[config.mk]
export PLATFORM = sky130hd
export DESIGN_NAME = decode_stage
export DESIGN_NICKNAME = d
export VERILOG_FILES = /design/src/rtl/decode_stage.sv
export SDC_FILE = /design/constraint.sdc
export NUM_CORES = 1
export LEC_CHECK = 0
export ABC_AREA = 1
export BUFFER_PORTS_ARGS = -buffer_cell sky130_fd_sc_hd__buf_2
export CAP_MARGIN = 0
export CELL_PAD_IN_SITES_DETAIL_PLACEMENT = 0
export CELL_PAD_IN_SITES_GLOBAL_PLACEMENT = 1
export CORE_MARGIN = 1
export CORE_UTILIZATION = 39
export CTS_CLUSTER_DIAMETER = 60
export CTS_CLUSTER_SIZE = 16
export DETAILED_ROUTE_END_ITERATION = 7
export PLACE_DENSITY = 0.87
export SYNTH_ARGS = -nofsm -noshare
export SYNTH_HDL_FRONTEND = slang
export SYNTH_SLANG_ARGS = --single-unit
[constraint.sdc]
create_clock -name clk -period 2.1 [get_ports clk]
set_input_delay 0.21 -clock clk [delete_from_list [all_inputs] [get_ports clk]]
set_output_delay 0.21 -clock clk [all_outputs]
set_load 0.1 [all_outputs]
[src/rtl/decode_stage.sv]
// Single-issue RV decode stage: combinational field/immediate decode feeding a
// two-entry (output + skid) elastic buffer with registered, out_ready-independent in_ready.
module decode_stage #(
  parameter int unsigned XLEN = 32,
  parameter int unsigned PC_W = 32
) (
  input  logic            clk,
  input  logic            rst_n,
  input  logic            in_valid,
  output logic            in_ready,
  input  logic [31:0]     in_instr,
  input  logic [PC_W-1:0] in_pc,
  input  logic            flush,
  output logic            out_valid,
  input  logic            out_ready,
  output logic [PC_W-1:0] out_pc,
  output logic [6:0]      opcode,
  output logic [6:0]      funct7,
  output logic [2:0]      funct3,
  output logic [4:0]      rs1,
  output logic [4:0]      rs2,
  output logic [4:0]      rd,
  output logic [XLEN-1:0] imm,
  output logic [2:0]      fmt,
  output logic            rs1_used,
  output logic            rs2_used,
  output logic            rd_we,
  output logic            illegal
);

  typedef enum logic [2:0] {
    FMT_R    = 3'd0,
    FMT_I    = 3'd1,
    FMT_S    = 3'd2,
    FMT_B    = 3'd3,
    FMT_U    = 3'd4,
    FMT_J    = 3'd5,
    FMT_NONE = 3'd7
  } fmt_e;

  typedef struct packed {
    logic [PC_W-1:0] pc;
    logic [6:0]      opcode;
    logic [6:0]      funct7;
    logic [2:0]      funct3;
    logic [4:0]      rs1;
    logic [4:0]      rs2;
    logic [4:0]      rd;
    logic [XLEN-1:0] imm;
    fmt_e            fmt;
    logic            rs1_used;
    logic            rs2_used;
    logic            rd_we;
    logic            illegal;
  } bundle_t;

  bundle_t     dec;
  bundle_t     out_q;
  bundle_t     skid_q;
  logic        out_valid_q;
  logic        skid_valid;
  logic [31:0] imm32;
  logic        accept;

  always_comb begin
    dec        = '0;
    imm32      = '0;
    dec.pc     = in_pc;
    dec.opcode = in_instr[6:0];
    dec.funct7 = in_instr[31:25];
    dec.funct3 = in_instr[14:12];
    dec.rs1    = in_instr[19:15];
    dec.rs2    = in_instr[24:20];
    dec.rd     = in_instr[11:7];

    // Every mapped opcode ends in 2'b11, so non-32-bit encodings fall to default.
    case (in_instr[6:0])
      7'b0110011: dec.fmt = FMT_R;
      7'b0111011: if (XLEN == 64) dec.fmt = FMT_R; else dec.fmt = FMT_NONE;
      7'b0010011, 7'b0000011, 7'b1100111,
      7'b1110011, 7'b0001111: dec.fmt = FMT_I;
      7'b0011011: if (XLEN == 64) dec.fmt = FMT_I; else dec.fmt = FMT_NONE;
      7'b0100011: dec.fmt = FMT_S;
      7'b1100011: dec.fmt = FMT_B;
      7'b0110111, 7'b0010111: dec.fmt = FMT_U;
      7'b1101111: dec.fmt = FMT_J;
      default:    dec.fmt = FMT_NONE;
    endcase

    case (dec.fmt)
      FMT_I:   imm32 = {{20{in_instr[31]}}, in_instr[31:20]};
      FMT_S:   imm32 = {{20{in_instr[31]}}, in_instr[31:25], in_instr[11:7]};
      FMT_B:   imm32 = {{19{in_instr[31]}}, in_instr[31], in_instr[7],
                        in_instr[30:25], in_instr[11:8], 1'b0};
      FMT_U:   imm32 = {in_instr[31:12], 12'b0};
      FMT_J:   imm32 = {{11{in_instr[31]}}, in_instr[31], in_instr[19:12],
                        in_instr[20], in_instr[30:21], 1'b0};
      default: imm32 = '0;
    endcase
    dec.imm = XLEN'($signed(imm32));

    dec.rs1_used = (dec.fmt inside {FMT_R, FMT_I, FMT_S, FMT_B}) &&
                   !(in_instr[6:0] == 7'b1110011 && in_instr[14:12] == 3'b000);
    dec.rs2_used = dec.fmt inside {FMT_R, FMT_S, FMT_B};
    dec.rd_we    = (dec.fmt inside {FMT_R, FMT_I, FMT_U, FMT_J}) &&
                   (in_instr[11:7] != 5'd0) && (in_instr[6:0] != 7'b0001111);
    dec.illegal  = (dec.fmt == FMT_NONE);
  end

  // skid_valid is itself a register, so in_ready never sees out_ready.
  assign in_ready = rst_n && !skid_valid;
  assign accept   = in_valid && in_ready;

  always_ff @(posedge clk) begin
    if (!rst_n) begin
      out_valid_q <= 1'b0;
      skid_valid  <= 1'b0;
      out_q       <= '0;
      out_q.fmt   <= FMT_NONE;
      skid_q      <= '0;
    end else if (flush) begin
      out_valid_q <= 1'b0;
      skid_valid  <= 1'b0;
    end else if (!out_valid_q || out_ready) begin
      if (skid_valid) begin
        out_q       <= skid_q;
        out_valid_q <= 1'b1;
        skid_valid  <= 1'b0;
      end else if (accept) begin
        out_q       <= dec;
        out_valid_q <= 1'b1;
      end else begin
        out_valid_q <= 1'b0;
      end
    end else if (accept) begin
      skid_q     <= dec;
      skid_valid <= 1'b1;
    end
  end

  assign out_valid = out_valid_q;
  assign out_pc    = out_q.pc;
  assign opcode    = out_q.opcode;
  assign funct7    = out_q.funct7;
  assign funct3    = out_q.funct3;
  assign rs1       = out_q.rs1;
  assign rs2       = out_q.rs2;
  assign rd        = out_q.rd;
  assign imm       = out_q.imm;
  assign fmt       = out_q.fmt;
  assign rs1_used  = out_q.rs1_used;
  assign rs2_used  = out_q.rs2_used;
  assign rd_we     = out_q.rd_we;
  assign illegal   = out_q.illegal;

endmodule

Yosys cells after proc, flatten, opt, wreduce, memory -nomap -nowiden
Cells that the tools add are included.

operators by class
  multiply operators = 0
  reductions and logical operators = 23
  divide/modulo/power cells = 0
  magnitude comparators = 0
  equality and inequality tests = 18
  mux-type cells = 6
  shifts and indexed selects = 0
  $add $sub $neg = 0
  bitwise logic cells = 3

operators with widths
  kind                  count
  $mux W103             2
  $pmux W32 S5          1
  $eq A7 B7 Y1 const B  4
  $eq A7 B6 Y1 const B  3
  $pmux W3 S6           1
  $eq A7 B5 Y1 const B  2
  $eq A3 B3 Y1 const B  3
  $reduce_bool A4 Y1    2
  $eq A7 B2 Y1 const B  1
  $eq A7 B4 Y1 const B  1
  $ne A7 B4 Y1 const B  1
  $eq A3 B2 Y1 const B  2
  $logic_and A1 B1 Y1   6
  $logic_not A3 Y1      2
  $reduce_and A3 Y1     2
  $reduce_bool A5 Y1    1
  $reduce_or A5 Y1      1
  $reduce_or A2 Y1      2
  $eq A3 B1 Y1 const B  1
  $logic_not A1 Y1      3
  $not A1 Y1            3
  $reduce_bool A3 Y1    1
  $reduce_or A3 Y1      1
  $mux W1               2
  other kinds (2)       2

word-level totals
  output and inout bits = 105
  flip-flop bits (word level) = 208
  memories kept = 0
  memory bits (writable) = 0
  latch bits = 0
  ROM bits = 0
  input bits = 69

Depth between registers and ports, before layout
Gate-level depths: netlist (run 1).

  depth in word-level cells = 9
  gate-level depth with buffers = 11
  depth with buffers taken out = 10

Worst setup path before layout (run 1)
Ideal clock, no wire load.

  path type = flip-flop to flip-flop
  start = register skid_valid
  end = register skid_q[25] (netlist name)
  clock period less this slack = 2637 ps
  data required time = 1984 ps
  arrival time = 2521 ps
  path slack = -537 ps
  library setup time = 116 ps
  cell stages (with the launch flop) = 9
  buffers on the path = 3
  cell sequence = dfxtp_1 nor2_1 and3_1 buf_2 buf_4 buf_2 nand3_1 o211ai_1 inv_1

on the way
  cells in the longest elaborated chain, start to end = 4

RTL lines
  what                                RTL line  text
  start, declared                     61        logic skid_valid;
  start signal, assigned              117       skid_valid <= 1'b0;
  start signal, assigned              123       skid_valid <= 1'b0;
  start signal, assigned              128       skid_valid <= 1'b0;
  $logic_not A1 Y1                    111       assign in_ready = rst_n && !skid_valid;
  $logic_and A1 B1 Y1                 111
  via in_ready                        10        output logic in_ready,
  $logic_and A1 B1 Y1                 112       assign accept = in_valid && in_ready;
  $reduce_and A3 Y1 (no source line)  -
  end signal, assigned                120       skid_q <= '0;
  end signal, assigned                136       skid_q <= dec;
  end, declared                       59        bundle_t skid_q;

The timed path passes the listed nets, and every way through them passes these cells.
A chain may end at the register's enable or synchronous reset.

Final worst setup path (run 1)
  start = input in_instr[1]
  end = register out_q (netlist bit imm[22])

on the way
  cells in the longest elaborated chain, start to end = 7

RTL lines
  what                                                         RTL line  text
  start, declared                                              11        input logic [31:0] in_instr,
  $eq A7 B7 Y1 (tied with other cells)                         77        case (in_instr[6:0])
  $reduce_or A5 Y1 / $reduce_or A2 Y1 (equally long branches)  77
  $pmux W3 S6 *                                                77
  $eq A3 B3 Y1 (tied with other cells)                         90        case (dec.fmt)
  $pmux W32 S5 *                                               90
  $mux W103 *                                                  129       end else if (accept) begin
  $mux W103 *                                                  125       if (skid_valid) begin
  end signal, assigned                                         126       out_q <= skid_q;
  end, declared                                                58        bundle_t out_q;

Mark *: on every way between the ends. The rest lies on a longest branch, timed or not. The select of a mux whose other input is x is not followed.

==> run_results.csv, run 1 <==
group,metric,value,unit
run_status,status,"completed",
final_layout,instances_no_fill,1733,
placed_design,gp_congestion,0.809,
clock_tree,clock_path_buffers,3,
sta,period_minus_slack,1.77,ns
power,p_leak,5.45,nW
yosys,synth_warnings,0,
die,core_area,22700,µm²
final_layout,fillerInstances,2251,
drt,vias,8948,
global_route,grt_busiest_layer,"met2",
final_layout,drive_gt1_share,17.0,%
power,p_sw,0.00265,W
global_route,antenna_found_initial,0,
clock_tree,postCtsSetupBuffers,0,
global_route,grt_max_degree,172,
sta,tns,0,ns
critical_path,slowest_stage,"nor2_1",
clock_tree,cts_resized,0,
yosys,async_flop_share,0,%
yosys,synth_seq_area_share,45.9,%
power,p_seq_share,45.7,%
power,clockPowerShare,40.7,%
die,num_rows,55,
clock_tree,htreeDepth,1,
clock_tree,clock_latency,0.52,ns
critical_path,r2r_end,"skid_q[19]",
critical_path,slowest_delay,0.68,ns
drt,post_drt_wl_per_cell,15.4,µm
clock_tree,clk_pin_slew,0.06,ns
critical_path,r2r_slack,0.37,ns
drt,firstDrtPassIters,5,
critical_path,arrival,2.19,ns
final_layout,multi_input_area,4200,µm²
die,dieWidth,154,µm
final_layout,regArea,4170,µm²
sta,hold-worst-slack,0.0120,ns
sta,drv_slew,0,
final_layout,n_antenna_cell,0,
min_path,hold_path_startpoint,"in_instr[16]",
min_path,hp-class,"input port to flip-flop",
drt,wl,26600,µm
die,die_h,154,µm
yosys,netlist_area,9060,µm²
global_route,grt_pass1_wl,43500,µm
placed_design,placed_cells,1659,
critical_path,critPathLaunchType,"input port",
sta,tightest_slew,0.865,ns
power,sw_frac_of_total,29.7,%
drt,first_iter_violations,766,
final_layout,area_delta_synth_final,23.0,%
critical_path,crit_fanout,12,
sta,grt_setup_unrepaired,"false",
critical_path,r2r_start,"out_valid",
yosys,synth_enable_flop_cells,0,
critical_path,worst_ep_required_time,2.52,ns
yosys,synth_ff_type,"dfxtp_1",
yosys,synth.distinct_cells,29,
drt,drtAntennaViolNets,0,
global_route,use_met1,32.0,%
drt,vias_per_cell,5.16,
sta,fin_crit_sh,84.2,%
final_layout,fin_util,49.1,%
job,maxCapViolCount,0,
min_path,hold_depth,3,
clock_tree,cts_buffers,20,
power,power.internal,0.00627,W
yosys,synth_nets,1354,
global_route,met2_usage,35.5,%
sta,fin_skew,0.0282,ns
clock_tree,tritoncts,"yes",
clock_tree,cts-root-buf,"clkbuf_16",
die,pin_count,174,
drt,drcViolationCount,0,
sta,finalSetupViolCount,0,
final_layout,finalNetCount,1507,
power,peakVddDrop,603,µV
sta,max_freq,566,MHz
global_route,grt_pass1_vias,8213,
sta,finalHoldViolCount,0,
placed_design,place_hpwl,16200,µm
global_route,met3_usage,2.49,%
min_path,worstHoldEndpoint,"skid_q[50]",
power,pwr-share-comb,13.6,%
critical_path,crit_path_end_kind,"flip-flop",
critical_path,worst-path-buf-inv,1,
yosys,synthCells,1285,
global_route,overflow,0,
clock_tree,cts.sinks,208,
critical_path,criticalPathCategory,"input port to flip-flop",
global_route,track_usage,22.2,%
sta,slew_headroom,42.1,%
die,die_area,23900,µm²
critical_path,worstRegToRegCells,9,
critical_path,path_cells,"buf_2 -> nand2_2 -> nor2_1 -> nand3_1 -> nand2_1 -> nor2_1 -> nand3_1 -> nand2_1 -> a21oi_1",
placed_design,port_buffers,173,
power,power_density,800,nW/µm²
critical_path,crit_family,"simple AND/OR/NAND/NOR gates",
yosys,synth.avg_cell_area,7.05,µm²
yosys,ys_seq_elements,208,
die,initial_core_util,39.9,%
## final cells by class
class,instances,share of cell area [%]
clock inverters,10,1.01
clock buffers,22,4.74
repair buffers,236,13.9
well taps,285,3.20
multi-input cells,909,37.7
flip-flops and latches,208,37.4
inverters,63,2.14
## what timing repair did
item                       in CTS  in global routing
hold endpoints to repair       81                  0
setup endpoints to repair       0                  0
hold buffers                   42                  0
## worst min-delay path, delay by kind of cell
kind	cells	cell delay [ns]
buffers and inverters	1	0.13
AND/OR/NAND/NOR	2	0.13
## flip-flops by register name (all words and copies together) (netlist names), 5 cells and up
signal  count
funct7      7
rs1         5
opcode      7
imm        32
rd          5
skid_q    103
out_pc     32
rs2         5
## cells in the final DEF, fill, tap and decap left out, types with 2 or more instances in the layout
| cell type | synthesis | layout |
|---|---|---|
| nand2_1 | 252 | 252 |
| nor2_1 | 213 | 212 |
| dfxtp_1 | 208 | 206 |
| buf_2 | 36 | 171 |
| o21ai_0 | 147 | 147 |
| nand3_1 | 110 | 110 |
| a21oi_1 | 69 | 69 |
| a31oi_1 | 64 | 64 |
| inv_1 | 59 | 58 |
| dlygate4sd3_1 | 0 | 42 |
| o211ai_1 | 29 | 29 |
| clkbuf_16 | 0 | 20 |
| buf_4 | 8 | 15 |
| buf_12 | 0 | 8 |
| nand2_2 | 5 | 5 |
| nor2_4 | 3 | 4 |
| nand4_1 | 4 | 4 |
| inv_2 | 4 | 3 |
| a211oi_1 | 3 | 3 |
| inv_6 | 0 | 3 |
| clkbuf_8 | 0 | 2 |
| clkinvlp_4 | 0 | 2 |
| dfxtp_2 | 0 | 2 |
## cell usage after synthesis (3+ instances only)
cell type | number | area (µm²)
nand2_1 | 252 | 946
a211oi_1 | 3 | 22.5
dfxtp_1 | 208 | 4160
inv_2 | 4 | 15.0
buf_1 | 3 | 11.3
buf_4 | 8 | 60.1
a21oi_1 | 69 | 345
a31oi_1 | 64 | 400
buf_2 | 36 | 180
nand2_2 | 5 | 31.3
clkbuf_1 | 57 | 214
nor2_4 | 3 | 33.8
nor2_1 | 213 | 800
o21ai_0 | 147 | 736
nand4_1 | 4 | 25.0
o211ai_1 | 29 | 218
inv_1 | 59 | 221
nand3_1 | 110 | 551
## layer usage
layer / vias up / wire length, µm
li1: 4566 / -
met1: 4111 / 13000
met2: 239 / 11800
met3: 32 / 1320
met4: 0 / 455
met5: - / 0
## how the worst max path moves through the flow
stage,startpoint,end,slack (ns),cells after the start
floorplan,out_valid,skid_q[25],0.15,11
global placement,in_instr[1],imm[31],-0.18,9
detailed placement,in_instr[0],imm[31],-0.19,9
CTS,in_instr[1],imm[22],0.34,9
global route,in_instr[0],imm[31],0.09,9
finish,in_instr[1],imm[22],0.33,9
## power groups by stage
| stage | Sequential, W | Combinational, W | Clock (W) |
|---|---|---|---|
| floorplan | 0.00472 | 0.000300 | 0 |
| detailed placement | 0.00416 | 0.00115 | 0 |
| global placement | 0.00416 | 0.00115 | 0 |
| global route | 0.00408 | 0.00129 | 0.00384 |
| finish | 0.00407 | 0.00121 | 0.00363 |
| CTS | 0.00407 | 0.00121 | 0.00370 |
## per-stage QoR
step	instance area (µm²)	power (W)	setup slack (ns)
2_1_floorplan	9070	0.00502	0.146
3_3_place_gp	10100	0.00531	-0.182
3_5_place_dp	10100	0.00531	-0.192
4_1_cts	11200	0.00898	0.338
5_1_grt	11200	0.00920	0.0921
6_report	11200	0.00892	0.332
## logic make-up after synthesis
| group | count (synthesis) | synth area share [%] |
|---|---|---|
| buffers and inverters | 168 | 7.87 |
| AO/OA/AOI/OAI | 315 | 19.2 |
| flip-flops | 208 | 45.9 |
| AND/OR/NAND/NOR | 594 | 27.0 |
(Power assumes the default switching activity.)
==> run 2: changes to the inputs <==
Settings changed: CORE_UTILIZATION 39 to 36, PLACE_DENSITY 0.87 to 0.85.
Clock period 2.1 ns to 1.6 ns, I/O delays scaled along.
==> run 2 against run 1 <==
Register-to-register slack got worse by 0.42 ns. First-iteration DRC count rose by 43%. Design area rose by 13%. The run now ends with setup timing left. Count of clock-buffer cells in the layout rose by 2. Sequential power rose by 31%. Clock power rose by 42%. Core utilization rose by 2.3 points. Critical endpoint is now skid_q[13]. Largest cell class unchanged. Global-route usage fell by 1.1 points.
==> run_results.csv, run 2 (synthesis results as in run 1) <==
group,metric,value,unit
critical_path,slowest_delay,0.35,ns
global_route,track_usage,21.1,%
final_layout,fillerInstances,2389,
final_layout,multi_input_area,4430,µm²
drt,drtAntennaViolNets,0,
final_layout,final_cell_area,12600,µm²
clock_tree,clock_path_buffers,3,
sta,finalSetupViolCount,17,
min_path,hp-class,"input port to flip-flop",
critical_path,criticalPathCategory,"flip-flop to flip-flop",
clock_tree,clk_pin_slew,0.07,ns
final_layout,instances_no_fill,1851,
global_route,grt_pass1_wl,44800,µm
sta,hold-worst-slack,0.0121,ns
drt,vias_per_cell,5.17,
sta,slew_headroom,41.6,%
die,die_area,25800,µm²
clock_tree,cts_buffers,20,
clock_tree,htreeDepth,1,
final_layout,drive_gt1_share,24.0,%
global_route,grt_max_degree,87,
sta,drv_slew,0,
die,initial_core_util,36.9,%
critical_path,slowest_stage,"dfxtp_4",
power,power_density,971,nW/µm²
die,num_rows,57,
critical_path,worst-path-buf-inv,6,
critical_path,crit_family,"buffers and inverters",
placed_design,port_buffers,173,
die,dieWidth,161,µm
drt,firstDrtPassIters,7,
final_layout,layout_common_cells,"248 x nand2_1, 206 x dfxtp_1, 178 x nor2_1",
clock_tree,tritoncts,"yes",
drt,wl,31800,µm
power,peakVddDrop,575,µV
final_layout,regArea,4170,µm²
run_status,status,"finished with violations",
critical_path,critPathLaunchType,"flip-flop",
critical_path,arrival,2.09,ns
sta,period_minus_slack,1.65,ns
placed_design,postPlaceCellArea,10400,µm²
power,p_leak,6.06,nW
sta,max_freq,606,MHz
sta,fin_skew,0.0150,ns
placed_design,place_hpwl,17900,µm
placed_design,gp_congestion,0.838,
sta,finalHoldViolCount,0,
die,core_area,24500,µm²
sta,grt_setup_unrepaired,"true",
critical_path,path_cells,"inv_2 -> nor2_4 -> inv_2 -> nor2_1 -> and3_4 -> buf_12 -> buf_8 -> clkbuf_16 -> nor2_4 -> nor2_1 -> o21ai_1 -> inv_1",
final_layout,area_delta_synth_final,39.1,%
final_layout,n_antenna_cell,0,
global_route,overflow,0,
sta,tightest_slew,0.876,ns
final_layout,finalNetCount,1583,
critical_path,crit_fanout,7,
clock_tree,cts.sinks,208,
final_layout,largest_reg_flops,103,
placed_design,dp_slack,0.0291,ns
critical_path,worst_ep_required_time,2.04,ns
die,die_h,161,µm
global_route,grt_pass1_vias,8453,
global_route,antenna_found_initial,0,
sta,tns,-0.325,ns
final_layout,largest_register,"skid_q",
clock_tree,clock_latency,0.50,ns
run_status,violations,"setup timing",
job,maxCapViolCount,0,
sta,setup_slack,-0.0501,ns
drt,drcViolationCount,0,
placed_design,placed_cells,1722,
final_layout,mostFrequentLayoutCell,"nand2_1",
drt,vias,9578,
sta,fin_crit_sh,103,%
drt,post_drt_wl_per_cell,17.2,µm
drt,first_iter_violations,1096,
clock_tree,cts-root-buf,"clkbuf_16",
die,pin_count,174,
critical_path,crit_path_end_kind,"flip-flop",
-- run 2: changes by cell type in the layout (fill, tap and decap cells not counted), sizes merged --
cell | previous run | this run
dlygate4sd3 | 42 | 59
clkinv | 4 | 5
clkinvlp | 2 | 0
bufinv | 1 | 3
dlymetal6s4s | 0 | 1
clkbuf | 22 | 36
buf | 194 | 240
-- run 2: worst paths after layout --
path                              startpoint         end  slack [ns]  cells past startpoint
worst min-delay path            in_instr[13]   funct3[1]        0.01                      3
worst max register to register     out_valid  skid_q[13]       -0.05                     12
worst max-delay path               out_valid  skid_q[13]       -0.05                     12
worst min register to register       imm[25]     imm[25]        0.46                      2
-- run 2: where the power goes --
group / switching [W] / total [W] / internal, W
registers: 0.0000542 / 0.00534 / 0.00529
clock network: 0.00219 / 0.00516 / 0.00297
logic: 0.00131 / 0.00175 / 0.000443
total: 0.00355 / 0.0123 / 0.00870
-- run 2: final cells by class --
type                    instances  area share, %
multi-input cells             909           35.1
flip-flops and latches        208           33.1
repair buffers                312           21.0
clock buffers                  24           4.34
well taps                     324           3.21
inverters                      63           1.99
clock inverters                11           1.24
-- run 2: through the flow --
| step | utilization (%) | total power (W) |
|---|---|---|
| after floorplan | - | 0.00659 |
| after global placement | 42.5 | 0.00700 |
| after detailed placement | 42.5 | 0.00701 |
| after CTS | 47.9 | 0.0123 |
| after global routing | 51.4 | 0.0127 |
| final | 51.4 | 0.0123 |
-- run 2: layer usage --
metal	wire [µm]	share of wire [%]	GRT usage [%]	vias to the layer above
met5	0	0	0	-
met4	588	1.9	3.94	0
met3	1880	5.9	2.76	38
met2	14300	45	34.8	321
met1	15000	47	29.5	4478
li1	-	-	-	4741
-- run 2: timing repair --
item,CTS,global route
hold endpoints to repair,109,0
endpoints found under the setup margin,0,148
buffers inserted,0,11
gates resized for setup,0,131
hold buffers,60,0
-- run 2: worst register-to-register path, stage by stage, from the launching register on --
cell       delay [ns]
dfxtp_4          0.35
inv_2            0.04
nor2_4           0.14
inv_2            0.05
nor2_1           0.11
and3_4           0.23
buf_12           0.16
buf_8            0.14
clkbuf_16        0.15
nor2_4           0.03
nor2_1           0.07
o21ai_1          0.07
inv_1            0.04
==> run 3: changes to the inputs <==
Settings changed: REMOVE_ABC_BUFFERS from default to 1, SLEW_MARGIN from default to 10.
==> run 3 against run 2 <==
The run ends with hold timing left. First-iteration DRC count decreased by 33%. Hold slack got worse by 0.024 ns. Critical path depth decreased by 2. Total power decreased by 4.5%. Flip-flop and latch count unchanged. Sequential share of layout area increased by 0.93 points. Combinational power decreased by 2%. Clock skew increased by 0.00057 ns. Register-to-register slack improved by 0.08 ns. Global-route usage decreased by 0.33 points. Maximum frequency increased by 5.1%.
==> run_results.csv, run 3 (synthesis results as in run 1) <==
group,metric,value,unit
run_status,status,"finished with violations",
run_status,violations,"hold timing",
final_layout,mostFrequentLayoutCell,"nand2_1",
drt,wl,29600,µm
critical_path,crit_end,"skid_q[10]",
drt,firstDrtPassIters,5,
sta,fin_crit_sh,98.1,%
placed_design,place_hpwl,17800,µm
sta,finalHoldViolCount,1,
final_layout,largest_reg_flops,103,
placed_design,gp_congestion,0.756,
die,core_area,24500,µm²
global_route,grt_max_degree,83,
critical_path,path_cells,"inv_2 -> nor2_4 -> inv_2 -> nor2_1 -> and3_4 -> buf_12 -> buf_12 -> clkbuf_16 -> o211ai_1 -> inv_1",
drt,drtAntennaViolNets,0,
drt,vias_per_cell,5.09,
final_layout,drive_gt1_share,20.9,%
clock_tree,cts-root-buf,"clkbuf_16",
sta,tightest_slew,0.530,ns
critical_path,arrival,2.01,ns
critical_path,crit_family,"buffers and inverters",
critical_path,startpoint,"out_valid",
clock_tree,clock_latency,0.50,ns
critical_path,worstSetupPathDepth,10,
sta,setup_slack,0.0297,ns
sta,fin_skew,0.0156,ns
critical_path,critPathLaunchType,"flip-flop",
critical_path,worst-path-buf-inv,6,
clock_tree,tritoncts,"yes",
die,die_h,161,µm
sta,drv_slew,0,
die,initial_core_util,36.9,%
sta,slew_headroom,64.9,%
critical_path,r2r_start,"out_valid",
final_layout,fin_util,50.0,%
sta,finalSetupViolCount,0,
job,maxCapViolCount,0,
power,peakVddDrop,634,µV
clock_tree,cts.sinks,208,
drt,drcViolationCount,0,
sta,grt_setup_unrepaired,"true",
critical_path,worst_ep_required_time,2.04,ns
die,pin_count,174,
final_layout,layout_common_cells,"248 x nand2_1, 206 x dfxtp_1, 203 x nor2_1",
clock_tree,clock_path_buffers,3,
power,power_density,955,nW/µm²
sta,max_freq,637,MHz
placed_design,port_buffers,173,
critical_path,criticalPathCategory,"flip-flop to flip-flop",
drt,post_drt_wl_per_cell,16.1,µm
critical_path,r2r_end,"skid_q[10]",
global_route,track_usage,20.8,%
final_layout,finalNetCount,1578,
drt,first_iter_violations,730,
clock_tree,htreeDepth,1,
global_route,antenna_found_initial,2,
placed_design,dp_slack,0.00293,ns
die,num_rows,57,
final_layout,largest_register,"skid_q",
die,dieWidth,161,µm
clock_tree,clk_pin_slew,0.07,ns
critical_path,slowest_delay,0.34,ns
critical_path,slowest_stage,"dfxtp_2",
global_route,grt_pass1_wl,44000,µm
power,p_leak,5.96,nW
final_layout,fillerInstances,2459,
critical_path,crit_fanout,8,
critical_path,crit_path_end_kind,"flip-flop",
clock_tree,cts_buffers,19,
drt,vias,9397,
min_path,hp-class,"input port to flip-flop",
final_layout,area_delta_synth_final,35.3,%
global_route,overflow,0,
die,die_area,25800,µm²
critical_path,r2r_slack,0.03,ns
sta,hold-worst-slack,-0.0115,ns
global_route,grt_pass1_vias,8415,
sta,period_minus_slack,1.57,ns
sta,tns,0,ns
critical_path,worstRegToRegCells,10,
[run 3: cell type report]
class | instances | area, µm² | area share [%]
well taps | 324 | 405 | 3.31
repair buffers | 308 | 2550 | 20.8
clock inverters | 8 | 109 | 0.888
multi-input cells | 909 | 4290 | 35.0
diodes | 2 | 5.00 | 0.0408
flip-flops and latches | 208 | 4170 | 34.0
inverters | 63 | 244 | 1.99
clock buffers | 23 | 490 | 4.00
[run 3: metal layers]
metal	part of all wire [%]	GRT usage, %
met4	2.0	5.24
met5	0	0
met3	5.7	3.05
met2	46	34.2
met1	47	28.4
[run 3: worst min path at each step]
stage | from | to | cells after the start
after CTS | in_instr[26] | funct7[1] | 3
after global routing | out_ready | skid_valid | 4
after floorplan | flush | out_valid | 1
after global placement | in_pc[25] | skid_q[96] | 3
after detailed placement | in_pc[14] | skid_q[85] | 3
final | out_ready | skid_valid | 4
[run 3: worst reg2reg max path, stage by stage, from the launching register on]
cell and delay, ns:
dfxtp_2 0.34, inv_2 0.04, nor2_4 0.11, inv_2 0.06, nor2_1 0.09, and3_4 0.23
buf_12 0.16, buf_12 0.15, clkbuf_16 0.16, o211ai_1 0.10, inv_1 0.08
[run 3: power breakdown]
| part | switching, W | total [W] | internal [W] |
|---|---|---|---|
| Combinational | 0.00128 | 0.00171 | 0.000436 |
| Sequential | 0.0000543 | 0.00534 | 0.00529 |
| Clock | 0.00211 | 0.00465 | 0.00254 |
[run 3: metrics by stage]
| stage | instances | cell area [µm²] | power [W] |
|---|---|---|---|
| after floorplan | 1180 | 8590 | 0.00652 |
| after global placement | 1731 | 10500 | 0.00701 |
| final | 1845 | 12300 | 0.0117 |
| after CTS | 1824 | 11700 | 0.0118 |
| after detailed placement | 1731 | 10500 | 0.00702 |
| after global routing | 1845 | 12300 | 0.0121 |
[run 3: what timing repair did]
item | 4_1_cts | 5_1_grt
buffers inserted | 0 | 7
setup endpoints to repair | 8 | 145
hold buffers | 62 | 0
pin swaps | 0 | 5
gates cloned | 0 | 13
hold endpoints to repair | 121 | 0
resized for setup | 0 | 68
